## config.mk

```make
export PLATFORM = sky130hd
export DESIGN_NAME = rv32i_insn_encoder
export DESIGN_NICKNAME = d
export VERILOG_FILES = /design/src/rtl/rv32i_insn_encoder_pkg.sv /design/src/rtl/rv32i_insn_encoder_insn_pack.sv /design/src/rtl/rv32i_insn_encoder.sv
export SDC_FILE = /design/constraint.sdc
export NUM_CORES = 1
export LEC_CHECK = 0
export CAP_MARGIN = 20
export CORE_AREA = 2 2 126 128
export CTS_BUF_LIST = sky130_fd_sc_hd__clkbuf_2
export CTS_CLUSTER_SIZE = 8
export DETAILED_ROUTE_END_ITERATION = 7
export DIE_AREA = 0 0 128 130
export GPL_TIMING_DRIVEN = 1
export PLACE_DENSITY = 0.77
export SYNTH_ARGS = -nofsm -noshare
export SYNTH_HDL_FRONTEND = slang
export SYNTH_SLANG_ARGS = --single-unit
```

## constraint.sdc

```tcl
create_clock -name clk -period 3 [get_ports clk]
set_input_delay 0.3 -clock clk [delete_from_list [all_inputs] [get_ports clk]]
set_output_delay 0.3 -clock clk [all_outputs]
set_load 0.005 [all_outputs]
```

## src/rtl/rv32i_insn_encoder_pkg.sv

```systemverilog
// RV32I type definitions shared by the instruction encoder and its packing stage.
// Holds the opcode and funct3 enums, instruction format tags and FIFO entry layout.
package rv32i_insn_encoder_pkg;

  typedef enum logic [6:0] {
    op_lui   = 7'b0110111,
    op_auipc = 7'b0010111,
    op_jal   = 7'b1101111,
    op_jalr  = 7'b1100111,
    op_br    = 7'b1100011,
    op_load  = 7'b0000011,
    op_store = 7'b0100011,
    op_imm   = 7'b0010011,
    op_reg   = 7'b0110011,
    op_csr   = 7'b1110011
  } rv32i_opcode;

  typedef enum logic [2:0] {
    f3_beq  = 3'b000,
    f3_bne  = 3'b001,
    f3_blt  = 3'b100,
    f3_bge  = 3'b101,
    f3_bltu = 3'b110,
    f3_bgeu = 3'b111
  } branch_funct3_t;

  typedef enum logic [2:0] {
    f3_lb  = 3'b000,
    f3_lh  = 3'b001,
    f3_lw  = 3'b010,
    f3_lbu = 3'b100,
    f3_lhu = 3'b101
  } load_funct3_t;

  typedef enum logic [2:0] {
    f3_sb = 3'b000,
    f3_sh = 3'b001,
    f3_sw = 3'b010
  } store_funct3_t;

  typedef enum logic [2:0] {
    fmt_r,
    fmt_i,
    fmt_s,
    fmt_b,
    fmt_u,
    fmt_j
  } insn_format_t;

  localparam logic [6:0]  FUNCT7_ALT = 7'h20;
  localparam logic [31:0] NOP_INSN   = 32'h0000_0013;

  typedef struct packed {
    logic        illegal;
    logic [31:0] insn;
  } fifo_entry_t;

  // True when v is representable as a two's-complement value of the given bit width.
  function automatic logic fits_signed(input logic [31:0] v, input int unsigned bits);
    logic [31:0] top;
    top = 32'($signed(v) >>> (bits - 1));
    return (top == '0) || (top == '1);
  endfunction

endpackage

```

## src/rtl/rv32i_insn_encoder_insn_pack.sv

```systemverilog
// Combinational field-to-word packer for RV32I. Illegal field combinations
// produce a zero word together with the illegal flag.
module insn_pack
  import rv32i_insn_encoder_pkg::*;
(
  input  logic [6:0]  opcode,
  input  logic [2:0]  funct3,
  input  logic        alt,
  input  logic [4:0]  rd,
  input  logic [4:0]  rs1,
  input  logic [4:0]  rs2,
  input  logic [31:0] imm,
  output logic [31:0] insn,
  output logic        illegal
);

  rv32i_opcode  op;
  insn_format_t fmt;
  logic         known;
  logic         is_shift;
  logic         bad_imm;
  logic         bad_funct;
  logic [6:0]   funct7;
  logic [11:0]  imm_i;
  logic [31:0]  raw;

  assign op       = rv32i_opcode'(opcode);
  assign is_shift = (op == op_imm) && ((funct3 == 3'b001) || (funct3 == 3'b101));
  assign funct7   = alt ? FUNCT7_ALT : 7'h00;
  // Shift immediates carry the SRAI selector in bit 10 rather than a sign-extended value.
  assign imm_i    = is_shift ? {1'b0, alt, 5'b0, imm[4:0]} : imm[11:0];

  always_comb begin
    fmt   = fmt_i;
    known = 1'b1;
    case (op)
      op_reg:                           fmt = fmt_r;
      op_imm, op_load, op_jalr, op_csr: fmt = fmt_i;
      op_store:                         fmt = fmt_s;
      op_br:                            fmt = fmt_b;
      op_lui, op_auipc:                 fmt = fmt_u;
      op_jal:                           fmt = fmt_j;
      default:                          known = 1'b0;
    endcase
  end

  always_comb begin
    bad_imm = 1'b0;
    case (fmt)
      fmt_i:   bad_imm = is_shift ? (imm[31:5] != '0) : !fits_signed(imm, 12);
      fmt_s:   bad_imm = !fits_signed(imm, 12);
      fmt_b:   bad_imm = !fits_signed(imm, 13) || imm[0];
      fmt_j:   bad_imm = !fits_signed(imm, 21) || imm[0];
      fmt_u:   bad_imm = (imm[11:0] != '0);
      default: bad_imm = 1'b0;
    endcase
  end

  always_comb begin
    bad_funct = 1'b0;
    case (op)
      op_load:  bad_funct = !(funct3 inside {f3_lb, f3_lh, f3_lw, f3_lbu, f3_lhu});
      op_store: bad_funct = !(funct3 inside {f3_sb, f3_sh, f3_sw});
      op_br:    bad_funct = !(funct3 inside {f3_beq, f3_bne, f3_blt, f3_bge, f3_bltu, f3_bgeu});
      op_jalr:  bad_funct = (funct3 != 3'b000);
      op_reg:   bad_funct = alt && (funct3 != 3'b000) && (funct3 != 3'b101);
      op_imm:   bad_funct = alt && (funct3 != 3'b101);
      default:  bad_funct = 1'b0;
    endcase
  end

  always_comb begin
    raw = '0;
    case (fmt)
      fmt_r:   raw = {funct7, rs2, rs1, funct3, rd, opcode};
      fmt_i:   raw = {imm_i, rs1, funct3, rd, opcode};
      fmt_s:   raw = {imm[11:5], rs2, rs1, funct3, imm[4:0], opcode};
      fmt_b:   raw = {imm[12], imm[10:5], rs2, rs1, funct3, imm[4:1], imm[11], opcode};
      fmt_u:   raw = {imm[31:12], rd, opcode};
      fmt_j:   raw = {imm[20], imm[10:1], imm[11], imm[19:12], rd, opcode};
      default: raw = '0;
    endcase
  end

  assign illegal = !known || bad_imm || bad_funct;
  assign insn    = illegal ? 32'h0 : raw;

endmodule

```

## src/rtl/rv32i_insn_encoder.sv

```systemverilog
// RV32I instruction encoder: accepts decoded fields, packs and range-checks them,
// and queues the resulting words in a small FIFO for the fetch-path injector.
module rv32i_insn_encoder
  import rv32i_insn_encoder_pkg::*;
#(
  parameter int DEPTH = 4,
  parameter int CNT_W = 16
) (
  input  logic             clk,
  input  logic             rst,
  input  logic             in_valid,
  output logic             in_ready,
  input  logic [6:0]       in_opcode,
  input  logic [2:0]       in_funct3,
  input  logic             in_alt,
  input  logic [4:0]       in_rd,
  input  logic [4:0]       in_rs1,
  input  logic [4:0]       in_rs2,
  input  logic [31:0]      in_imm,
  output logic             out_valid,
  input  logic             out_ready,
  output logic [31:0]      out_insn,
  output logic             out_illegal,
  output logic [CNT_W-1:0] encoded_count,
  output logic [7:0]       illegal_count
);

  localparam int PTR_W = $clog2(DEPTH);

  fifo_entry_t      mem [DEPTH];
  fifo_entry_t      new_entry;
  fifo_entry_t      head;
  logic [PTR_W-1:0] wr_ptr;
  logic [PTR_W-1:0] rd_ptr;
  logic [PTR_W:0]   count;
  logic             push;
  logic             pop;
  logic [31:0]      pack_insn;
  logic             pack_illegal;

  insn_pack u_pack (
    .opcode  (in_opcode),
    .funct3  (in_funct3),
    .alt     (in_alt),
    .rd      (in_rd),
    .rs1     (in_rs1),
    .rs2     (in_rs2),
    .imm     (in_imm),
    .insn    (pack_insn),
    .illegal (pack_illegal)
  );

  assign new_entry = '{illegal: pack_illegal, insn: pack_insn};

  // in_ready depends on stored occupancy only, never on out_ready.
  assign in_ready  = (count != (PTR_W + 1)'(DEPTH));
  assign out_valid = (count != '0);
  assign push      = in_valid && in_ready;
  assign pop       = out_valid && out_ready;

  assign head        = mem[rd_ptr];
  assign out_insn    = out_valid ? head.insn : 32'h0;
  assign out_illegal = out_valid && head.illegal;

  always_ff @(posedge clk) begin
    if (push) begin
      mem[wr_ptr] <= new_entry;
    end
  end

  always_ff @(posedge clk or posedge rst) begin
    if (rst) begin
      wr_ptr <= '0;
      rd_ptr <= '0;
      count  <= '0;
    end else begin
      if (push) begin
        wr_ptr <= wr_ptr + PTR_W'(1);
      end
      if (pop) begin
        rd_ptr <= rd_ptr + PTR_W'(1);
      end
      case ({push, pop})
        2'b10:   count <= count + (PTR_W + 1)'(1);
        2'b01:   count <= count - (PTR_W + 1)'(1);
        default: count <= count;
      endcase
    end
  end

  // Accepted-bundle counter wraps; illegal counter sticks at its maximum.
  always_ff @(posedge clk or posedge rst) begin
    if (rst) begin
      encoded_count <= '0;
      illegal_count <= '0;
    end else if (push) begin
      encoded_count <= encoded_count + CNT_W'(1);
      if (pack_illegal && (illegal_count != 8'hFF)) begin
        illegal_count <= illegal_count + 8'd1;
      end
    end
  end

endmodule

```

==> PnR_summary.wiki, run 1 <==
{| class="wikitable"
! Metric !! Value
|-
| Net count of the mapped netlist || 567
|-
| Total iterations of the first detailed-routing run || 5
|-
| Total placed instance area || 8980 sq um
|-
| Dominant cells by area after synthesis || sky130_fd_sc_hd__edfxtp_1 54%, sky130_fd_sc_hd__dfrtp_1 11%, sky130_fd_sc_hd__mux4_2 10%
|-
| Minimum period implied by the final worst setup slack || ~2.8 ns
|-
| Fraction of layout cells with a size suffix above 1 || 19.3%
|-
| Number of max-slew violations in the final report || 0
|-
| Maximum VDD drop || between 0.4 and 0.5 mV
|-
| Power density normalized to cell area || 721 nW/um^2
|-
| Total track usage || 22.1%
|-
| Clock tree buffer depth || 2
|-
| Buffer cell driving the clock tree root || sky130_fd_sc_hd__clkbuf_2
|-
| Gr ovfl total || 0
|-
| Peak Freq || 351 MHz
|-
| Die Y || ~130 microns
|-
| Data required time of the critical path || 2.70 ns
|-
| Average routed wire per standard cell || roughly 20 microns
|-
| DRC marker count from the first detailed-route iteration || 373
|-
| Final setup violating endpoints || 0
|-
| Sum of negative setup slack || 0 ns
|-
| Finished layout cell area || 9460 sq um
|-
| Syn avg cell area || about 15 sq um
|-
| H-tree depth reported by CTS || 4
|-
| Number of clock sinks || around 160
|-
| Library cell with the largest summed area after synthesis || sky130_fd_sc_hd__edfxtp_1
|-
| Class of the most critical hold timing path || in -> reg
|-
| Max Cap Viol || 0
|-
| Cell with the largest stage delay on the worst path || sky130_fd_sc_hd__dfrtp_4
|-
| Final ANT Viol Nets || 0
|-
| Weighted congestion at the end of routability-driven global placement || 0.878
|-
| Flip-flop cell with the highest count after synthesis || sky130_fd_sc_hd__edfxtp_1
|-
| Detailed-route vias per instance || between 5 and 6
|-
| Clock-pin slew reported for the worst setup and hold paths after clock tree synthesis || 0.25 ns
|-
| Yosys Warn Count || 0
|-
| Area growth from synthesis to layout || 29.2%
|-
| Combined flip-flop and latch cell area || 4740 sq um
|-
| Hold violation count in the final report || 0
|-
| Number of storage elements in the synthesis netlist || 163
|-
| Max Clock Skew || 0.0286 ns
|-
| Fillers || between 1000 and 1500
|-
| Antenna violations before repair || 0
|-
| Wire length of the first global-routing pass || roughly 27000 microns
|-
| Largest net degree at the start of global routing || 23
|-
| Via count || 4923
|-
| Post-synth top area share || 54.1%
|-
| Actual slew at the worst max-slew pin || 0.625 ns
|-
| Number of buffers inserted by port buffering || 120
|-
| Clock insertion delay at the later pin of the skew report || about 0.73 ns
|-
| Number of enable-type register cells in the synthesized netlist || 132
|-
| Die boundary width || about 130 microns
|-
| Leakage power || 3.88 nW
|-
| Buf+Inv Stages, Crit Path || 3
|-
| Utilization after layout || 61.3%
|-
| Synthesized cell area || roughly 7300 sq um
|-
| Most common cell in the netlist || sky130_fd_sc_hd__edfxtp_1
|-
| Peak per-stage delay on the critical path || between 0.5 and 0.6 ns
|-
| Post-detailed-routing wire length || between 15000 and 20000 microns
|-
| Clock tree from TritonCTS || done
|-
| Critical path launch point type || flop
|-
| Layout Nets || about 740
|-
| Gate count of the mapped netlist || 497
|-
| Setup Crit Path Kind || reg -> out
|-
| Hpwl dp || 12800 microns
|-
| CORE AREA || 15400 sq um
|-
| Cells traversed along the worst timing path || buf_12, buf_4, mux4_2, and2_1, dlygate4sd2_1
|-
| Boundary Pins || 121
|-
| Worst Path Arrival || 2.55 ns
|-
| Total area of multi-input combinational cells || 2420 sq um
|-
| Category of the worst setup path capture point || output port
|-
| Sequential area share after synthesis || about two thirds
|-
| Family of cells with the greatest summed delay on the critical path || flip-flops
|-
| Post-detailed-route DRC marker count || 0
|-
| Starting Density || 47.5%
|-
| Cell row count || 46
|-
| Tightest slew margin relative to the limit || 58.3%
|-
| Proportion of register bits with asynchronous set or reset after synthesis || 19.0%
|-
| Unique cell type count in the Yosys netlist || 52
|-
| Most frequent cells after synthesis || 132 x sky130_fd_sc_hd__edfxtp_1, 41 x sky130_fd_sc_hd__and2_1, 39 x sky130_fd_sc_hd__nor2_1
|-
| Maximum fanout encountered on the critical timing path || 10
|-
| Number of CTS-inserted buffers || 17
|-
| Status || finished clean
|-
| Diodes inserted || 0
|-
| Number of global-route vias before repair || between 5000 and 6000
|-
| Die Footprint || 16600 sq um
|-
| Post-route clock period utilization || a little over nine tenths
|}
metal layers:
layer	vias to the layer above	track usage (%)	routed length (microns)
li1	2254	-	-
met1	2438	27.9	7370
met2	205	37.3	8960
met3	26	5.49	1210
met4	0	8.73	391
met5	-	0	0
state kept, by name (all words and copies together), names as in the netlist:
signal         count
rd_ptr             2
wr_ptr             2
mem              132
count              3
encoded_count     16
illegal_count      8
worst paths after layout:
check	from	endpoint	slack, ns	cells past startpoint
max in group asynchronous	rst	illegal_count[1]	1.86	4
setup reg to reg	count[0]	count[2]	0.87	8
hold / removal	in_rd[1]	mem[2][8]	0.29	3
min in group asynchronous	rst	encoded_count[14]	0.47	3
setup / recovery	rd_ptr[0]	out_insn[20]	0.15	5
hold reg to reg	encoded_count[15]	encoded_count[15]	0.50	1
placed cells by master, fill, tap and decap left out, types with 5 or more instances in the layout:
master,Yosys,layout
sky130_fd_sc_hd__inv_1,15,15
sky130_fd_sc_hd__clkbuf_2,0,17
sky130_fd_sc_hd__xor2_1,7,7
sky130_fd_sc_hd__nand3_1,14,14
sky130_fd_sc_hd__nor3_1,6,6
sky130_fd_sc_hd__nor2_1,39,39
sky130_fd_sc_hd__nand2_1,30,30
sky130_fd_sc_hd__dlygate4sd2_1,0,18
sky130_fd_sc_hd__a222oi_1,6,6
sky130_fd_sc_hd__mux4_2,33,33
sky130_fd_sc_hd__nand4_1,11,11
sky130_fd_sc_hd__a22oi_1,8,8
sky130_fd_sc_hd__or4_1,5,5
sky130_fd_sc_hd__mux2i_1,7,7
sky130_fd_sc_hd__o21ai_0,5,5
sky130_fd_sc_hd__dlymetal6s2s_1,0,6
sky130_fd_sc_hd__dfrtp_1,31,30
sky130_fd_sc_hd__a21oi_1,15,15
sky130_fd_sc_hd__clkdlybuf4s50_1,0,96
sky130_fd_sc_hd__xnor2_1,20,20
sky130_fd_sc_hd__buf_4,1,54
sky130_fd_sc_hd__edfxtp_1,132,132
sky130_fd_sc_hd__ha_1,7,7
sky130_fd_sc_hd__and2_1,41,40
power breakdown:
group          total [W]  switching [W]  leakage (nW)  internal [W]
clock            0.00136       0.000799         0.169      0.000561
sequential       0.00299       0.000200          1.82       0.00279
combinational    0.00247        0.00109          1.90       0.00137
cell type report:
class,count,share of cell area (%)
flip-flops and latches,163,50.1
repair buffers,180,18.0
clock inverters,15,2.17
multi-input cells,294,25.6
clock buffers,17,0.899
inverters,16,0.635
well taps,192,2.54
worst min-delay path: cells and delay by family:
kind,cells,cell delay [ns]
buffers and inverters,1,0.40
and+or+nand+nor,1,0.05
AOI/OAI and AO/OA,1,0.11
timing repair:
| action | in CTS | in global routing |
|---|---|---|
| hold endpoints to repair | 16 | 0 |
| buffers inserted | 2 | 15 |
| hold buffers | 1 | 0 |
| gates resized for setup | 22 | 7 |
| setup endpoints to repair | 34 | 15 |
cells by family after synthesis:
family                     count (synthesis)  share of synthesized area (%)
and+or+nand+nor                          169                           12.2
DFF                                      163                           64.7
AOI/OAI and AO/OA                         49                           4.79
muxes                                     41                           11.3
buffers and inverters                     40                           2.29
xor gates and xnor gates                  27                           3.23
adders and majority gates                  8                           1.47
per-stage QoR:
step / instances / power [W] / setup WS, ns / hold slack [ns]
after global placement: 827 / 0.00529 / 0.0570 / 0.461
after detailed placement: 827 / 0.00536 / -0.0505 / 0.478
after global routing: 877 / 0.00719 / -0.0147 / 0.229
final: 877 / 0.00682 / 0.152 / 0.288
after CTS: 862 / 0.00672 / -0.00542 / 0.210
after floorplan: 497 / 0.00421 / 0.518 / 0.404
Note: power is estimated with default switching activity, not from simulation.
==> inputs of run 2 (changes only) <==
- clock period: 3 -> 3.6 ns (I/O delays scaled with it)
==> run 2 against run 1 <==
Against the previous run:
- critical endpoint is now out_insn[1]
- hold slack better by 0.082 ns
- non-clock buffer count down 40
- cell area down 3.3%
- clock skew up 0.014 ns
- largest cell class unchanged
==> PnR_summary.wiki, run 2 (synthesis results as in run 1) <==
{| class="wikitable"
! Metric !! Value
|-
| Proportion of power drawn by flip-flops and latches || 47.3%
|-
| Detailed-route vias per instance || 5.81
|-
| Reg with most FFs || mem
|-
| Number of global-route vias before repair || 4937
|-
| Hpwl dp || 12200 microns
|-
| Min Hold Slack || 0.370 ns
|-
| Peak per-stage delay on the critical path || 0.74 ns
|-
| Total iterations of the first detailed-routing run || 7
|-
| RSZ-0062 raised after global routing || false
|-
| Worst Path Arrival || 2.88 ns
|-
| Family of cells with the greatest summed delay on the critical path || buffers and inverters
|-
| Cell row count || 46
|-
| Setup Crit Path Kind || reg -> out
|-
| Number of max-slew violations in the final report || 0
|-
| Post-route clock period utilization || between 90% and 100%
|-
| Post-detailed-route DRC marker count || 0
|-
| Die Footprint || 16600 sq um
|-
| Leakage power || 3.50 nW
|-
| Via count || 4862
|-
| Combinational share of power || between 30 and 40%
|-
| Final ANT Viol Nets || 0
|-
| Wire length of the first global-routing pass || between 20000 and 30000 microns
|-
| Buf+Inv Stages, Crit Path || 2
|-
| Largest registers || mem x132, encoded_count x16, illegal_count x8
|-
| Die boundary width || 128 microns
|-
| Actual slew at the worst max-slew pin || 0.636 ns
|-
| Buffer cell driving the clock tree root || sky130_fd_sc_hd__clkbuf_2
|-
| Psw || 0.00177 W
|-
| Largest net degree at the start of global routing || 35
|-
| CORE AREA || 15400 sq um
|-
| Maximum VDD drop || 0.345 mV
|-
| Clock insertion delay at the later pin of the skew report || 0.68 ns
|-
| Data required time of the critical path || 3.24 ns
|-
| Hold violation count in the final report || 0
|-
| Antenna violations before repair || 1
|-
| Class of the most critical hold timing path || in -> reg
|-
| Minimum period implied by the final worst setup slack || between 3 and 4 ns
|-
| Weighted congestion at the end of routability-driven global placement || 0.949
|-
| Sw frac || 33.0%
|-
| Max Clock Skew || 0.0428 ns
|-
| Peak Freq || 308 MHz
|-
| Clock tree buffer depth || 2
|-
| Power density normalized to cell area || 586 nW/um^2
|-
| Tightest slew margin relative to the limit || 57.3%
|-
| Leading cell type in the layout, fill and taps excluded || sky130_fd_sc_hd__edfxtp_1
|-
| Sum of negative setup slack || 0 ns
|-
| H-tree depth reported by CTS || 4
|-
| Category of the worst setup path capture point || output port
|-
| Total track usage || 21.2%
|-
| Clock-pin slew reported for the worst setup and hold paths after clock tree synthesis || 0.29 ns
|-
| Cell with the largest stage delay on the worst path || sky130_fd_sc_hd__dfrtp_4
|-
| Critical path launch point type || flop
|-
| Diodes inserted || 0
|-
| Number of buffers inserted by port buffering || 120
|-
| Status || finished clean
|-
| Top library cells by usage in the layout, fill and taps aside || 132 x sky130_fd_sc_hd__edfxtp_1, 120 x sky130_fd_sc_hd__clkdlybuf4s50_1, 41 x sky130_fd_sc_hd__and2_1
|-
| Cells traversed along the worst timing path || buf_4, mux4_2, and2_1, clkdlybuf4s50_1
|-
| Maximum fanout encountered on the critical timing path || 19
|-
| Boundary Pins || between 100 and 150
|-
| Number of CTS-inserted buffers || 17
|-
| Average routed wire per standard cell || 20.5 microns
|-
| Starting Density || 47.5%
|-
| Setup fix buffers added after clock tree synthesis || 0
|-
| Die Y || 130 microns
|-
| Clock tree from TritonCTS || done
|-
| Number of clock sinks || 163
|-
| Max Cap Viol || 0
|-
| Post-detailed-routing wire length || 17200 microns
|-
| Cell internal pwr || approximately 0.0036 W
|-
| Fraction of layout cells with a size suffix above 1 || around 14%
|-
| DRC marker count from the first detailed-route iteration || 436
|-
| Clk network pwr share || a little under a fifth
|-
| Layout Nets || 702
|-
| Max FFs per register || 132
|-
| Area growth from synthesis to layout || 24.9%
|-
| Gr ovfl total || 0
|-
| Final setup violating endpoints || 0
|}
-- run 2: cell types whose count changed in the layout (fill, tap and decap cells not counted), sizes merged --
cell / delta
bufinv: -4
dlymetal6s2s: -6
dlygate4sd2: -18
inv: +4
buf: -40
clkdlybuf4s50: +24
-- run 2: metrics by stage --
step	instance area (sq um)	setup slack (ns)	utilization, %	instances	power (W)
2_1_floorplan	7320	1.12	-	497	0.00351
3_3_place_gp	8840	0.336	57.3	803	0.00439
3_5_place_dp	8870	0.256	57.5	804	0.00444
4_1_cts	9140	0.0708	59.3	837	0.00542
5_1_grt	9140	0.130	59.3	837	0.00567
6_report	9140	0.356	59.3	837	0.00536
-- run 2: area by class of cell --
| cell class | instances | area (sq um) |
|---|---|---|
| fill | 1195 | 6280 |
| sequential | 163 | 4740 |
| multi-input combinational | 294 | 2410 |
| timing repair buffer | 140 | 1420 |
| tap | 192 | 240 |
| clock inverter | 15 | 178 |
| clock buffer | 17 | 85.1 |
| inverter | 16 | 60.1 |
-- run 2: layer usage --
metal | global-route usage [%] | up-vias | share of wire (%)
met4 | 7.11 | 2 | 2.0
met2 | 34.4 | 254 | 49
met3 | 5.04 | 35 | 9.2
met1 | 28.6 | 2400 | 40
met5 | 0 | - | 0.076
li1 | - | 2171 | -
-- run 2: tightest hold or removal path, cell delays in order --
cell	delay, ns
sky130_fd_sc_hd__clkdlybuf4s50_1	0.40
sky130_fd_sc_hd__nand2_1	0.06
sky130_fd_sc_hd__a21oi_1	0.10
-- run 2: final timing paths --
check | startpoint | slack (ns) | cells after the start | to
max in group asynchronous | rst | 2.50 | 4 | encoded_count[6]
min in group asynchronous | rst | 0.57 | 3 | illegal_count[0]
min reg2reg | encoded_count[15] | 0.49 | 1 | encoded_count[15]
min | in_rd[4] | 0.37 | 3 | mem[0][11]
max reg2reg | count[0] | 1.31 | 8 | count[2]
max | rd_ptr[0] | 0.36 | 4 | out_insn[1]
-- run 2: what timing repair did --
item                       in CTS  in global routing
gates resized for setup         0                  1
hold endpoints to repair       12                  0
hold buffers                    1                  0
setup endpoints to repair       0                 17
-- run 2: power by group through the flow --
stage / Clock, W / Sequential [W] / Combinational (W)
detailed placement: 0 / 0.00257 / 0.00187
finish: 0.000988 / 0.00253 / 0.00184
floorplan: 0 / 0.00249 / 0.00102
CTS: 0.00101 / 0.00253 / 0.00188
global route: 0.00109 / 0.00257 / 0.00201
global placement: 0 / 0.00256 / 0.00184
==> inputs of run 3 (changes only) <==
- SETUP_SLACK_MARGIN: default -> 0.5
==> run 3 against run 2 <==
Against the previous run:
- sequential share of layout area is 0.32 points lower
- final cell count is 0.48% higher
- cell area is 0.63% higher
- non-clock buffer count is 4 higher
- via count is 0.10% higher
==> PnR_summary.wiki, run 3 (synthesis results as in run 1) <==
{| class="wikitable"
! Metric !! Value
|-
| Setup Crit Path Kind || reg -> out
|-
| Clock tree from TritonCTS || done
|-
| DP Cell Count || between 800 and 900
|-
| Category of the worst setup path capture point || output port
|-
| Met2 usage in global routing || 35.0%
|-
| Fillers || ~1200
|-
| Buffer cell driving the clock tree root || sky130_fd_sc_hd__clkbuf_2
|-
| Fraction of layout cells with a size suffix above 1 || 14.8%
|-
| Clock tree buffer depth || 2
|-
| Top library cells by usage in the layout, fill and taps aside || 132 x sky130_fd_sc_hd__edfxtp_1, 120 x sky130_fd_sc_hd__clkdlybuf4s50_1, 41 x sky130_fd_sc_hd__and2_1
|-
| Worst Path Arrival || 2.62 ns
|-
| Max FFs per register || 132
|-
| H-tree depth reported by CTS || 4
|-
| Total track usage || 21.4%
|-
| DRC marker count from the first detailed-route iteration || around 500
|-
| Average routed wire per standard cell || 20.7 microns
|-
| Critical path launch point type || flop
|-
| Psw || around 0.0018 W
|-
| Cell internal pwr || 0.00365 W
|-
| Die Footprint || 16600 sq um
|-
| Total placed instance area || 8870 sq um
|-
| Number of max-slew violations in the final report || 0
|-
| Post-detailed-routing wire length || 17400 microns
|-
| Largest net degree at the start of global routing || 35
|-
| Final ANT Viol Nets || 0
|-
| Max Cap Viol || 0
|-
| Number of CTS-inserted buffers || 17
|-
| Met3 Use GR || 5.04%
|-
| Die Y || 130 microns
|-
| Minimum period implied by the final worst setup slack || 2.98 ns
|-
| Post-detailed-route DRC marker count || 0
|-
| CORE AREA || around 15000 sq um
|-
| Number of buffers inserted by port buffering || 120
|-
| Cell row count || between 40 and 50
|-
| Peak per-stage delay on the critical path || 0.59 ns
|-
| Maximum VDD drop || between 0.3 and 0.4 mV
|-
| Tightest slew margin relative to the limit || between 50% and 60%
|-
| Layout Nets || 706
|-
| Data required time of the critical path || 3.24 ns
|-
| Via count || 4867
|-
| Die boundary width || roughly 130 microns
|-
| Boundary Pins || 121
|-
| Proportion of power drawn by flip-flops and latches || 46.0%
|-
| Total iterations of the first detailed-routing run || 5
|-
| Starting Density || 47.5%
|-
| Diodes inserted || 0
|-
| Number of global-route vias before repair || between 4000 and 5000
|-
| Reg with most FFs || mem
|-
| Cell Count, Final, Fillers Out || 841
|-
| Clock-pin slew reported for the worst setup and hold paths after clock tree synthesis || 0.28 ns
|-
| Peak Freq || 336 MHz
|-
| Maximum fanout encountered on the critical timing path || 6
|-
| Antenna violations before repair || 0
|-
| GR peak layer || met2
|-
| Class of the most critical hold timing path || in -> reg
|-
| Cell with the largest stage delay on the worst path || sky130_fd_sc_hd__dfrtp_4
|-
| Total area of multi-input combinational cells || 2420 sq um
|-
| Clock insertion delay at the later pin of the skew report || 0.68 ns
|-
| Number of clock sinks || 163
|-
| Hpwl dp || 12200 microns
|-
| Gr ovfl total || 0
|-
| Wire length of the first global-routing pass || 26700 microns
|-
| Sw frac || between 30% and 40%
|-
| Worst r2r path cells || 10
|-
| Detailed-route vias per instance || between 5 and 6
|-
| Area growth from synthesis to layout || 25.7%
|-
| Max Clock Skew || 0.0401 ns
|-
| Actual slew at the worst max-slew pin || 0.639 ns
|-
| Hold violation count in the final report || 0
|-
| Worst Hold Path Cells || 3
|-
| Leading cell type in the layout, fill and taps excluded || sky130_fd_sc_hd__edfxtp_1
|-
| Largest registers || mem x132, encoded_count x16, illegal_count x8
|-
| Status || finished clean
|-
| Final setup violating endpoints || 0
|-
| Combined flip-flop and latch cell area || 4740 sq um
|-
| Tot Pwr || 0.00544 W
|-
| RSZ-0062 raised after global routing || true
|-
| Power density normalized to cell area || 591 nW/um^2
|-
| Routing usage on met1 || 28.7%
|-
| Leakage power || between 3 and 4 nW
|-
| Post-route clock period utilization || between 80% and 90%
|-
| Cells traversed along the worst timing path || buf_4, mux4_2, and2_1, clkdlybuf4s50_1
|-
| Clk network pwr share || ~18%
|-
| Finished layout cell area || 9200 sq um
|-
| Sum of negative setup slack || 0 ns
|-
| Combinational share of power || 35.9%
|-
| Weighted congestion at the end of routability-driven global placement || between 0.9 and 1
|}
run 3: changes by cell type in the layout (fill, tap and decap cells not counted):
cell                    previous run  this run
sky130_fd_sc_hd__or3_1             2         1
sky130_fd_sc_hd__buf_6             0         2
sky130_fd_sc_hd__or3_4             0         1
sky130_fd_sc_hd__buf_8             0         2
run 3: what timing repair did:
item,4_1_cts,5_1_grt
resized for setup,2,6
setup endpoints to repair,33,21
setup buffers,4,0
hold endpoints to repair,12,0
hold buffers,1,0
pin swaps,0,0
run 3: critical path, delay by kind of cell, from the launching register on:
kind | cells | cell delay [ns]
buffers and inverters | 2 | 0.66
DFF | 1 | 0.59
muxes | 1 | 0.51
and+or+nand+nor | 1 | 0.19
run 3: cell type report:
cell class,instances,area share (%)
well taps,192,2.61
clock inverters,15,1.93
multi-input cells,294,26.3
clock buffers,17,0.925
repair buffers,144,16.0
flip-flops and latches,163,51.6
inverters,16,0.653
run 3: worst paths after layout:
path                              startpoint           endpoint  slack [ns]
max reg2reg                         count[0]           count[2]        1.44
max in group asynchronous                rst   encoded_count[6]        2.50
min in group asynchronous                rst   illegal_count[0]        0.57
min                                 in_rd[4]         mem[2][11]        0.37
max                                rd_ptr[0]        out_insn[3]        0.62
min reg2reg                encoded_count[15]  encoded_count[15]        0.49
run 3: through the flow:
stage	setup slack (ns)	hold WS, ns	utilization (%)
floorplan	1.12	0.464	-
global placement	0.336	0.463	57.3
detailed placement	0.256	0.472	57.5
CTS	0.499	0.299	59.5
global route	0.480	0.308	59.7
finish	0.624	0.371	59.7
run 3: power by group through the flow:
stage | Clock (W) | Sequential (W) | Combinational (W)
final | 0.000985 | 0.00250 | 0.00195
after global routing | 0.00109 | 0.00253 | 0.00213
after CTS | 0.00101 | 0.00249 | 0.00197
after detailed placement | 0 | 0.00257 | 0.00187
after global placement | 0 | 0.00256 | 0.00184
after floorplan | 0 | 0.00249 | 0.00102
run 3: routing by layer:
| metal | wire [microns] | part of all wire, % |
|---|---|---|
| met1 | 6930 | 40 |
| met2 | 8540 | 49 |
| met3 | 1570 | 9.0 |
| met4 | 332 | 1.9 |
| met5 | 0 | 0 |
